$ cat config.mk
export PLATFORM = sky130hd
export DESIGN_NAME = rotary_event_ctrl
export DESIGN_NICKNAME = d
export VERILOG_FILES = /design/src/rtl/rotary_ctrl_pkg.sv /design/src/rtl/rotary_delta_fifo.sv /design/src/rtl/rotary_event_ctrl.sv
export SDC_FILE = /design/constraint.sdc
export NUM_CORES = 1
export LEC_CHECK = 0
export BUFFER_PORTS_ARGS = -buffer_cell sky130_fd_sc_hd__buf_2
export CORE_UTILIZATION = 33
export DETAILED_ROUTE_END_ITERATION = 16
export GPL_TIMING_DRIVEN = 0
export SYNTH_ARGS = -nofsm -noshare
export SYNTH_HDL_FRONTEND = slang
export SYNTH_SLANG_ARGS = --single-unit
$ cat constraint.sdc
create_clock -name clk -period 5.3 [get_ports clk]
set_input_delay 1.06 -clock clk [delete_from_list [all_inputs] [get_ports clk]]
set_output_delay 1.06 -clock clk [all_outputs]
set_load 0.05 [all_outputs]
$ cat src/rtl/rotary_ctrl_pkg.sv
// Shared constants for the rotary encoder event controller: register map,
// STATUS bit layout and the CPU/preset sequencer state encoding.
package rotary_ctrl_pkg;

    // Register select values on cpu_addr
    localparam logic [1:0] ADDR_COUNT  = 2'd0;
    localparam logic [1:0] ADDR_DELTA  = 2'd1;
    localparam logic [1:0] ADDR_STATUS = 2'd2;
    localparam logic [1:0] ADDR_THRESH = 2'd3;

    // STATUS read layout: level occupies [LVLW-1:0]; the flags sit directly
    // above it, so their positions are offsets from bit LVLW.
    localparam int STAT_IRQEN_OFS = 0;
    localparam int STAT_OVF_OFS   = 1;

    // STATUS write bits
    localparam int WR_IRQEN_BIT  = 0;
    localparam int WR_OVFCLR_BIT = 1;

    typedef enum logic [2:0] {
        ST_IDLE,
        ST_RD_ACK,
        ST_PRE_WR,
        ST_PRE_SET,
        ST_PRE_ACK
    } ctrl_state_e;

endpackage

$ cat src/rtl/rotary_delta_fifo.sv
// Small FIFO of signed count deltas. Pointers carry one extra wrap bit so
// that full and empty are distinguishable and level is a plain subtraction.
// A push together with a pop is accepted even when full: the head is read
// out on the same edge its slot is overwritten.
module rotary_delta_fifo #(
    parameter int WIDTH = 16,
    parameter int DEPTH = 4,
    localparam int AW   = $clog2(DEPTH)
) (
    input  logic             clk,
    input  logic             rst,
    input  logic             push,
    input  logic             pop,
    input  logic [WIDTH-1:0] din,
    output logic [WIDTH-1:0] dout,
    output logic [AW:0]      level,
    output logic             full,
    output logic             empty
);

    logic [WIDTH-1:0] mem_q [DEPTH];
    logic [AW:0]      wr_ptr_q, wr_ptr_d;
    logic [AW:0]      rd_ptr_q, rd_ptr_d;
    logic             do_push, do_pop;

    assign level   = wr_ptr_q - rd_ptr_q;
    assign full    = (level == (AW+1)'(DEPTH));
    assign empty   = (level == '0);
    assign dout    = mem_q[rd_ptr_q[AW-1:0]];
    assign do_pop  = pop && !empty;
    assign do_push = push && (!full || do_pop);

    // Pointer advance
    always_comb begin
        wr_ptr_d = wr_ptr_q;
        rd_ptr_d = rd_ptr_q;
        if (do_push) wr_ptr_d = wr_ptr_q + 1'b1;
        if (do_pop)  rd_ptr_d = rd_ptr_q + 1'b1;
    end

    // Pointer registers
    always_ff @(posedge clk or posedge rst) begin
        if (rst) begin
            wr_ptr_q <= '0;
            rd_ptr_q <= '0;
        end else begin
            wr_ptr_q <= wr_ptr_d;
            rd_ptr_q <= rd_ptr_d;
        end
    end

    // Storage; contents are don't-care while the slot is unoccupied
    always_ff @(posedge clk or posedge rst) begin
        if (rst) begin
            for (int i = 0; i < DEPTH; i++) mem_q[i] <= '0;
        end else if (do_push) begin
            mem_q[wr_ptr_q[AW-1:0]] <= din;
        end
    end

endmodule

$ cat src/rtl/rotary_event_ctrl.sv
// CPU-facing controller for the rotary encoder counter. Turns count changes
// into queued deltas, raises an interrupt on level threshold or overflow,
// and sequences count presets so the preset itself never appears as a delta.
module rotary_event_ctrl
    import rotary_ctrl_pkg::*;
#(
    parameter int WIDTH = 16,
    parameter int DEPTH = 4,
    parameter int LVLW  = 3
) (
    input  logic             clk,
    input  logic             rst,
    input  logic [WIDTH-1:0] enc_count,
    output logic             enc_en,
    output logic             enc_write,
    output logic [WIDTH-1:0] enc_writedata,
    input  logic             cpu_req,
    input  logic             cpu_we,
    input  logic [1:0]       cpu_addr,
    input  logic [WIDTH-1:0] cpu_wdata,
    output logic [WIDTH-1:0] cpu_rdata,
    output logic             cpu_ack,
    output logic             irq
);

    ctrl_state_e      state_q, state_d;
    logic [WIDTH-1:0] last_count_q, last_count_d;
    logic             primed_q, primed_d;
    logic             overflow_q, overflow_d;
    logic             irq_en_q, irq_en_d;
    logic [LVLW-1:0]  thresh_q, thresh_d;
    logic [WIDTH-1:0] wdata_q, wdata_d;
    logic [WIDTH-1:0] rdata_q, rdata_d;
    logic             irq_q, irq_d;

    logic             is_idle, req_take, changed;
    logic             fifo_push, fifo_pop, fifo_full, fifo_empty;
    logic [WIDTH-1:0] fifo_dout, delta;
    logic [LVLW-1:0]  level;
    logic [WIDTH-1:0] rd_mux, status_w;

    assign is_idle  = (state_q == ST_IDLE);
    assign req_take = is_idle && cpu_req && !cpu_ack;
    assign delta    = enc_count - last_count_q;
    // Detection only runs in IDLE once the first sample has been taken;
    // other states leave last_count alone so a change is seen later.
    assign changed  = is_idle && primed_q && (enc_count != last_count_q);
    assign fifo_pop = req_take && !cpu_we && (cpu_addr == ADDR_DELTA) && !fifo_empty;
    assign fifo_push = changed && (!fifo_full || fifo_pop);

    rotary_delta_fifo #(
        .WIDTH (WIDTH),
        .DEPTH (DEPTH)
    ) u_fifo (
        .clk   (clk),
        .rst   (rst),
        .push  (fifo_push),
        .pop   (fifo_pop),
        .din   (delta),
        .dout  (fifo_dout),
        .level (level),
        .full  (fifo_full),
        .empty (fifo_empty)
    );

    // Encoder strobes and CPU handshake come straight off the state register
    // so an asynchronous reset drops them immediately.
    assign enc_en        = (state_q == ST_PRE_WR);
    assign enc_write     = (state_q == ST_PRE_WR);
    assign enc_writedata = wdata_q;
    assign cpu_ack       = (state_q == ST_RD_ACK) || (state_q == ST_PRE_ACK);
    assign cpu_rdata     = cpu_ack ? rdata_q : '0;
    assign irq           = irq_q;

    // Read data selection, sampled on the edge that accepts the request
    always_comb begin
        status_w = '0;
        status_w[LVLW-1:0]                = level;
        status_w[LVLW + STAT_IRQEN_OFS]   = irq_en_q;
        status_w[LVLW + STAT_OVF_OFS]     = overflow_q;
        rd_mux = '0;
        case (cpu_addr)
            ADDR_COUNT:  rd_mux = enc_count;
            ADDR_DELTA:  rd_mux = fifo_empty ? '0 : fifo_dout;
            ADDR_STATUS: rd_mux = status_w;
            default:     rd_mux = WIDTH'(thresh_q);
        endcase
    end

    // Sequencer next state plus register-write side effects
    always_comb begin
        state_d    = state_q;
        wdata_d    = wdata_q;
        rdata_d    = rdata_q;
        irq_en_d   = irq_en_q;
        thresh_d   = thresh_q;
        overflow_d = overflow_q;
        case (state_q)
            ST_IDLE: begin
                if (req_take) begin
                    if (cpu_we && (cpu_addr == ADDR_COUNT)) begin
                        state_d = ST_PRE_WR;
                        wdata_d = cpu_wdata;
                    end else begin
                        state_d = ST_RD_ACK;
                        rdata_d = cpu_we ? '0 : rd_mux;
                        if (cpu_we && (cpu_addr == ADDR_STATUS)) begin
                            irq_en_d = cpu_wdata[WR_IRQEN_BIT];
                            if (cpu_wdata[WR_OVFCLR_BIT]) overflow_d = 1'b0;
                        end
                        if (cpu_we && (cpu_addr == ADDR_THRESH))
                            thresh_d = cpu_wdata[LVLW-1:0];
                    end
                end
            end
            ST_RD_ACK:  state_d = ST_IDLE;
            ST_PRE_WR:  state_d = ST_PRE_SET;
            ST_PRE_SET: state_d = ST_PRE_ACK;
            ST_PRE_ACK: state_d = ST_IDLE;
            default:    state_d = ST_IDLE;
        endcase
        // A dropped delta wins over a same-cycle clear: the event is newer
        if (changed && fifo_full && !fifo_pop) overflow_d = 1'b1;
    end

    // Change tracking: prime on the first IDLE cycle, follow detected
    // changes, and resync to the preset value without generating an event
    always_comb begin
        last_count_d = last_count_q;
        primed_d     = primed_q;
        if (is_idle && !primed_q) begin
            last_count_d = enc_count;
            primed_d     = 1'b1;
        end else if (changed) begin
            last_count_d = enc_count;
        end else if (state_q == ST_PRE_SET) begin
            last_count_d = enc_count;
        end
    end

    // Interrupt condition, registered
    always_comb begin
        irq_d = irq_en_q &&
                (overflow_q || ((thresh_q != '0) && (level >= thresh_q)));
    end

    // State registers
    always_ff @(posedge clk or posedge rst) begin
        if (rst) begin
            state_q      <= ST_IDLE;
            last_count_q <= '0;
            primed_q     <= 1'b0;
            overflow_q   <= 1'b0;
            irq_en_q     <= 1'b0;
            thresh_q     <= '0;
            wdata_q      <= '0;
            rdata_q      <= '0;
            irq_q        <= 1'b0;
        end else begin
            state_q      <= state_d;
            last_count_q <= last_count_d;
            primed_q     <= primed_d;
            overflow_q   <= overflow_d;
            irq_en_q     <= irq_en_d;
            thresh_q     <= thresh_d;
            wdata_q      <= wdata_d;
            rdata_q      <= rdata_d;
            irq_q        <= irq_d;
        end
    end

endmodule

Word level (Yosys, flattened, before mapping)

Cells that the tools add are included.

Bits in registers: 128

Equality and inequality tests: 11
$lt $le $gt $ge: 4
Add/sub/neg operators: 4
Bitwise operators: 3
Muxes and demuxes: 22
Reductions and logical operators: 43

Operators by type and width:

| cell                                                 | number |
|---|---|
| 2-to-1 mux 16 bit                                    | 9 |
| bitwise mux 64 bit                                   | 1 |
| case mux 16 bit (3 select lines)                     | 1 |
| binary-select mux 16 bit (select 2 bit)              | 1 |
| demux 16 bit (select 2 bit)                          | 1 |
| logical AND 1 bit                                    | 19 |
| != test 16 bit                                       | 1 |
| subtractor 16 bit                                    | 1 |
| case mux 3 bit (3 select lines)                      | 1 |
| AND reduction 4 bit                                  | 2 |
| nonzero test 2 bit                                   | 4 |
| adder 3 x 1 -> 3 bit (second input constant)         | 2 |
| equality test 3 x 2 -> 1 bit (second input constant) | 2 |
| equality test 3 bit (second input constant)          | 2 |
| >= comparator 3 bit (second input constant)          | 2 |
| logical NOT 1 bit                                    | 6 |
| logical NOT 3 bit                                    | 2 |
| 2-to-1 mux 1 bit                                     | 6 |
| inverter 2 -> 3 bit                                  | 2 |
| AND reduction 3 bit                                  | 2 |
| nonzero test 3 bit                                   | 2 |
| AND reduction 5 bit                                  | 1 |
| equality test 2 bit (second input constant)          | 2 |
| logical OR 1 bit                                     | 4 |
| 10 further kinds                                     | 11 |

Depth between registers and ports, before layout

Word-level depth: 11
Depth in mapped cells: 10

Cells and area by module

From an unflattened synthesis, not the netlist that was laid out.

Cells, all modules: 569
Area, all modules: 6934.2 um^2

Modules (own cells, without submodules):

| module            | cells an instance | seq. area each (um^2) | times used | area each (um^2) |
|---|---|---|---|---|
| rotary_event_ctrl | 372               | 1451.4                | 1          | 3643.5 |
| rotary_delta_fifo | 197               | 1751.7                | 1          | 3290.7 |

Worst setup path after synthesis

No wires, ideal clock.

Path kind: input to register
Start: input port enc_count[8]
End: register last_count_q[0]
Path slack: 2073 ps
Data arrival time: 3103 ps
Cell stages on the path: 8
Cell sequence: ha_1 clkbuf_1 and3_1 nand4_1 o31ai_1 a21oi_1 buf_2 mux2_2

Longest elaborated chain between the ends: 4
Elaborated cells between the ends (all ways): 5
Classes of those cells: 1 x eq/ne; 2 x mux; 2 x reduce/logical

Ends and longest elaborated chain:

| what                   | line                     | source |
|---|---|---|
| start: declaration     | rotary_event_ctrl.sv:13  | `input logic [WIDTH-1:0] enc_count,` |
| != test 16 bit *       | rotary_event_ctrl.sv:47  | `assign changed = is_idle && primed_q && (enc_count != last_count_q);` |
| logical AND 1 bit *    | rotary_event_ctrl.sv:47  |  |
| 2-to-1 mux 16 bit      | rotary_event_ctrl.sv:134 | `end else if (changed) begin` |
| 2-to-1 mux 16 bit      | rotary_event_ctrl.sv:131 | `if (is_idle && !primed_q) begin` |
| end signal: assignment | rotary_event_ctrl.sv:161 | `last_count_q <= last_count_d;` |
| end: declaration       | rotary_event_ctrl.sv:27  | `logic [WIDTH-1:0] last_count_q, last_count_d;` |

Mark *: on every way between the ends. The rest lies on a longest branch, timed or not.
A chain may end at the register's enable or synchronous reset.

Worst setup path after layout

Start: register u_fifo.rd_ptr_q[1]
End: register rdata_q[6]

Longest elaborated chain between the ends: 7
Elaborated cells between the ends (all ways): 9
Classes of those cells: 1 x add/sub; 6 x mux; 1 x bitwise; 1 x reduce/logical

Ends and longest elaborated chain:

| what                                                     | line                     | source |
|---|---|---|
| start: declaration                                       | rotary_delta_fifo.sv:23  | `logic [AW:0] rd_ptr_q, rd_ptr_d;` |
| start signal: assignment                                 | rotary_delta_fifo.sv:48  | `rd_ptr_q <= rd_ptr_d;` |
| branches (longest 4 deep; another with subtractor 3 bit) | --                       |  |
| 2-to-1 mux 16 bit *                                      | rotary_event_ctrl.sv:84  | `ADDR_DELTA: rd_mux = fifo_empty ? '0 : fifo_dout;` |
| case mux 16 bit (3 select lines) *                       | rotary_event_ctrl.sv:82  | `case (cpu_addr)` |
| 2-to-1 mux 16 bit *                                      | rotary_event_ctrl.sv:106 | `rdata_d = cpu_we ? '0 : rd_mux;` |
| end signal: assignment                                   | rotary_event_ctrl.sv:167 | `rdata_q <= rdata_d;` |
| end: declaration                                         | rotary_event_ctrl.sv:33  | `logic [WIDTH-1:0] rdata_q, rdata_d;` |

Every way passes the cells marked *. The select of a mux whose other input is x is not followed.

==> Implementation_results.wiki <==
{| class="wikitable"
! Metric !! Value
|-
| Outcome || finished, final reports clean
|-
| Critical-path top delay cell || sky130_fd_sc_hd__buf_1
|-
| Endpoints failing hold || 0
|-
| Overall routed net length || 16.1 mm
|-
| Clock insertion delay at the later pin of the skew report || 430 ps
|-
| Detailed-route DRC error count || 0
|-
| Hold wc startpoint || u_fifo.rd_ptr_q[2]
|-
| CP Data Arrival Time || 4390 ps
|-
| Area of the die || 0.0208 sq mm
|-
| Required time of the critical path || 5570 ps
|-
| Warnings, synthesis || 0
|-
| Simple-gate area share of the yosys netlist || 0.0992
|-
| Leakage Power || 3.65 nW
|-
| Deepest level of the CTS H-tree || 4
|-
| Crit path largest cell delay || 620 ps
|-
| Initial antenna violation count || 0
|-
| Predominant post-synthesis flop cell || sky130_fd_sc_hd__dfrtp_1
|-
| Clock transition time at the flip-flop clock pins of the worst setup and hold paths || 60 ps
|-
| Net Count, Synth || 655
|-
| Synth area leaders || sky130_fd_sc_hd__dfrtp_1 48%, sky130_fd_sc_hd__mux2_2 9.6%, sky130_fd_sc_hd__mux4_2 5.4%
|-
| Antenna Cells || 0
|-
| Number of nets in the layout || 747
|-
| Overall power after layout || 5.11 mW
|-
| Number of post-CTS setup repair buffers || 0
|-
| Non-Filler Instances || 961
|-
| Placed wire-length estimate || 11.6 mm
|-
| DRC marker count from the first detailed-route iteration || 237
|-
| Post-placement worst setup slack || 1200 ps
|-
| Register cell area after layout || 0.00320 sq mm
|-
| Cell types with the highest counts after synthesis || 128 x sky130_fd_sc_hd__dfrtp_1, 57 x sky130_fd_sc_hd__mux2_2, 53 x sky130_fd_sc_hd__nand2_1
|-
| Time the worst path needs with I/O delays and setup || 4120 ps
|-
| Async set-reset flop share out of synthesis || 1.00
|-
| Power per standard cell area || 640 mW/mm^2
|-
| Fin worst setup slack || 1180 ps
|-
| Avg Vias per Cell || 5.08
|-
| Inst Count DP || 929
|-
| Hold WC Path Type || reg2reg
|-
| Routability congestion estimate || 0.794
|-
| Largest net degree at the start of global routing || 71
|-
| Filler Cells Inserted || 1943
|-
| Hold bufs inserted after CTS || 0
|-
| Critical path's top delay family || buffers and inverters
|-
| Pin slew with the least headroom to its limit || 1090 ps
|-
| Clock Skews || 9.75 ps
|-
| First-pass DRT Iterations || 5
|-
| Wire length of the first global-routing pass || 25.9 mm
|-
| Final ANT Viol Nets || 0
|-
| Critical path, cell by cell || clkbuf_1 -> buf_1 -> inv_1 -> fa_1 -> xnor3_1 -> o31a_1 -> nand2b_1 -> clkbuf_1 -> o21ai_0
|-
| Cell type with the highest occurrence count on the critical path || sky130_fd_sc_hd__clkbuf_1
|-
| Portion of synthesized cell area occupied by the leading cell type || 0.479
|-
| Period utilization || 0.778
|-
| Clock tree from TritonCTS || yes
|-
| Routed wire length per instance || 16.7 um
|-
| Number of rows in the core area || 51
|-
| Crit path max fanout || 10
|-
| Vias in the first global route || 4721
|-
| Main combinational cell family by area after synthesis || multiplexers
|-
| CTS resizes || 0
|-
| Gr usage total || 0.167
|-
| Grt total ovfl || 0
|-
| Cts bufs inserted || 17
|-
| Number of failing setup endpoints in the final timing report || 0
|-
| Count of pins over their slew limit || 0
|-
| Multi-input gate area in the final layout || 0.00318 sq mm
|-
| Kind of critical path || reg2reg
|-
| Adder and majority gate portion of the synthesized area || 0.0509
|-
| Maximum clock rate || 243 MHz
|-
| Maximum vdd drop || 0.219 mV
|-
| Most repeated cell in the gate-level netlist after synthesis || sky130_fd_sc_hd__dfrtp_1
|-
| Setup repair after global routing missed its margin || no
|-
| Clk root buf || sky130_fd_sc_hd__clkbuf_16
|-
| Sort of element at the start of the critical path || flip-flop
|-
| CP Capture Type || flip-flop
|-
| Fraction of the yosys area taken by sequential cells || 0.479
|-
| Startpoint of the most critical register-to-register path || u_fifo.rd_ptr_q[1]
|-
| Number of library cell types mapped by synthesis || 56
|-
| Flip-flop and latch count after synthesis || 128
|-
| Die extent in y || 144 um
|-
| Core region area || 0.0197 sq mm
|-
| XOR/XNOR Fraction of Synth Area || 0.0165
|-
| Max-cap check violation count || 0
|-
| CP Launch Point || u_fifo.rd_ptr_q[1]
|-
| Mux share of post-synthesis cell area || 0.156
|-
| Number of buffers between clock root and the deepest sink || 2
|-
| Initial Utilization || 0.340
|-
| Mean post-synth cell area || 11.3 sq um
|-
| Boundary pin count || 74
|-
| Post-synthesis compound-gate area fraction || 0.154
|-
| Number of enable-type register cells in the synthesized netlist || 0
|-
| Vias after detailed routing || 4883
|-
| Fraction of final layout cells sized beyond drive strength 1 || 0.289
|-
| Total negative slack for setup checks || 0 ps
|-
| Max-Slew Margin vs Limit || 0.266
|-
| Netlist area before placement || 0.00668 sq mm
|-
| Cell count after synthesis || 591
|-
| Cell type with the largest total area after synthesis || sky130_fd_sc_hd__dfrtp_1
|-
| Growth of design area from synthesis to finish || 19.6%
|-
| Total clock sinks || 128
|-
| Buffer and inverter count on the worst path || 4
|-
| Die Span X || 144 um
|-
| Port bufs || 72
|}
## placed cells by master (no fill, tap or decap), types with 5 or more instances in the layout
| cell type | synthesis | layout |
|---|---|---|
| sky130_fd_sc_hd__clkinvlp_4 | 0 | 5 |
| sky130_fd_sc_hd__o21a_1 | 7 | 7 |
| sky130_fd_sc_hd__buf_2 | 7 | 79 |
| sky130_fd_sc_hd__dfrtp_1 | 128 | 128 |
| sky130_fd_sc_hd__o31ai_1 | 17 | 17 |
| sky130_fd_sc_hd__inv_1 | 37 | 36 |
| sky130_fd_sc_hd__and2_1 | 19 | 19 |
| sky130_fd_sc_hd__nor3_1 | 8 | 8 |
| sky130_fd_sc_hd__a21o_1 | 6 | 6 |
| sky130_fd_sc_hd__clkbuf_16 | 0 | 17 |
| sky130_fd_sc_hd__ha_1 | 24 | 24 |
| sky130_fd_sc_hd__mux2_2 | 57 | 57 |
| sky130_fd_sc_hd__nand2_1 | 53 | 53 |
| sky130_fd_sc_hd__o21ai_0 | 48 | 48 |
| sky130_fd_sc_hd__o211ai_1 | 6 | 6 |
| sky130_fd_sc_hd__nor2_1 | 17 | 17 |
| sky130_fd_sc_hd__clkbuf_1 | 16 | 19 |
| sky130_fd_sc_hd__mux4_2 | 16 | 16 |
| sky130_fd_sc_hd__nand3_1 | 5 | 5 |
| sky130_fd_sc_hd__a22oi_1 | 16 | 16 |
| sky130_fd_sc_hd__nand2b_1 | 8 | 8 |
| sky130_fd_sc_hd__xnor2_1 | 7 | 7 |
| sky130_fd_sc_hd__and3_1 | 5 | 5 |
| sky130_fd_sc_hd__a21oi_1 | 18 | 18 |
## worst reg2reg max path, cell delays in order, from the launching register on
cell	delay, ps
sky130_fd_sc_hd__dfrtp_1	350
sky130_fd_sc_hd__clkbuf_1	480
sky130_fd_sc_hd__buf_1	630
sky130_fd_sc_hd__inv_1	160
sky130_fd_sc_hd__fa_1	440
sky130_fd_sc_hd__xnor3_1	490
sky130_fd_sc_hd__o31a_1	370
sky130_fd_sc_hd__nand2b_1	310
sky130_fd_sc_hd__clkbuf_1	560
sky130_fd_sc_hd__o21ai_0	200
## final cells by class
type,count,area share
Tap cell,265,0.0415
Timing Repair Buffer,73,0.0485
Clock buffer,23,0.0598
Multi-Input combinational cell,395,0.398
Sequential cell,128,0.401
Clock inverter,9,0.0135
Inverter,38,0.0185
Buffer,30,0.0194
## final timing paths
| check | endpoint | slack [ps] | cells past startpoint |
|---|---|---|---|
| max | rdata_q[6] | 1180 | 9 |
| min | u_fifo.rd_ptr_q[2] | 470 | 1 |
| max reg2reg | rdata_q[6] | 1180 | 9 |
| min reg2reg | u_fifo.rd_ptr_q[2] | 470 | 1 |
| max in group asynchronous | u_fifo.mem_q[38] | 3860 | 3 |
| min in group asynchronous | enc_writedata[11] | 690 | 2 |
## sequential cells by signal, summed over array words and instances, names as in the netlist
signal and flops:
enc_writedata 16, irq 1, irq_en_q 1, last_count_q 16
overflow_q 1, primed_q 1, rdata_q 16, state_q 3
thresh_q 3, u_fifo.mem_q 64, u_fifo.rd_ptr_q 3, u_fifo.wr_ptr_q 3
## through the flow
| stage | util | hold WS (ps) | cell area, sq um |
|---|---|---|---|
| after floorplan | - | 443 | 6680 |
| after global placement | 0.375 | 457 | 7370 |
| after detailed placement | 0.377 | 463 | 7410 |
| after CTS | 0.407 | 475 | 7990 |
| after global routing | 0.407 | 495 | 7990 |
| final | 0.407 | 473 | 7990 |
## routing by layer
metal	up-vias	track usage	share of wire
met1	2431	0.225	0.47
met5	-	0	0
met4	0	0.0687	0.020
met2	108	0.259	0.46
li1	2320	-	-
met3	24	0.0394	0.045
## logic make-up (layout without fill, tap and decap cells)
group / Yosys count / count (layout)
buf+inv: 68 / 173
compound gates: 147 / 147
flops: 128 / 128
fa+ha+maj: 26 / 26
mux: 77 / 77
xor+xnor: 11 / 11
simple gates: 134 / 134
## power by group
part           switching [mW]  leakage (nW)  internal (mW)
Combinational            1.39          1.81          0.956
Sequential              0.211          1.57           1.39
Clock                   0.437         0.271          0.727
Total                    2.04          3.65           3.08
Power figures use the tool's default switching activity.
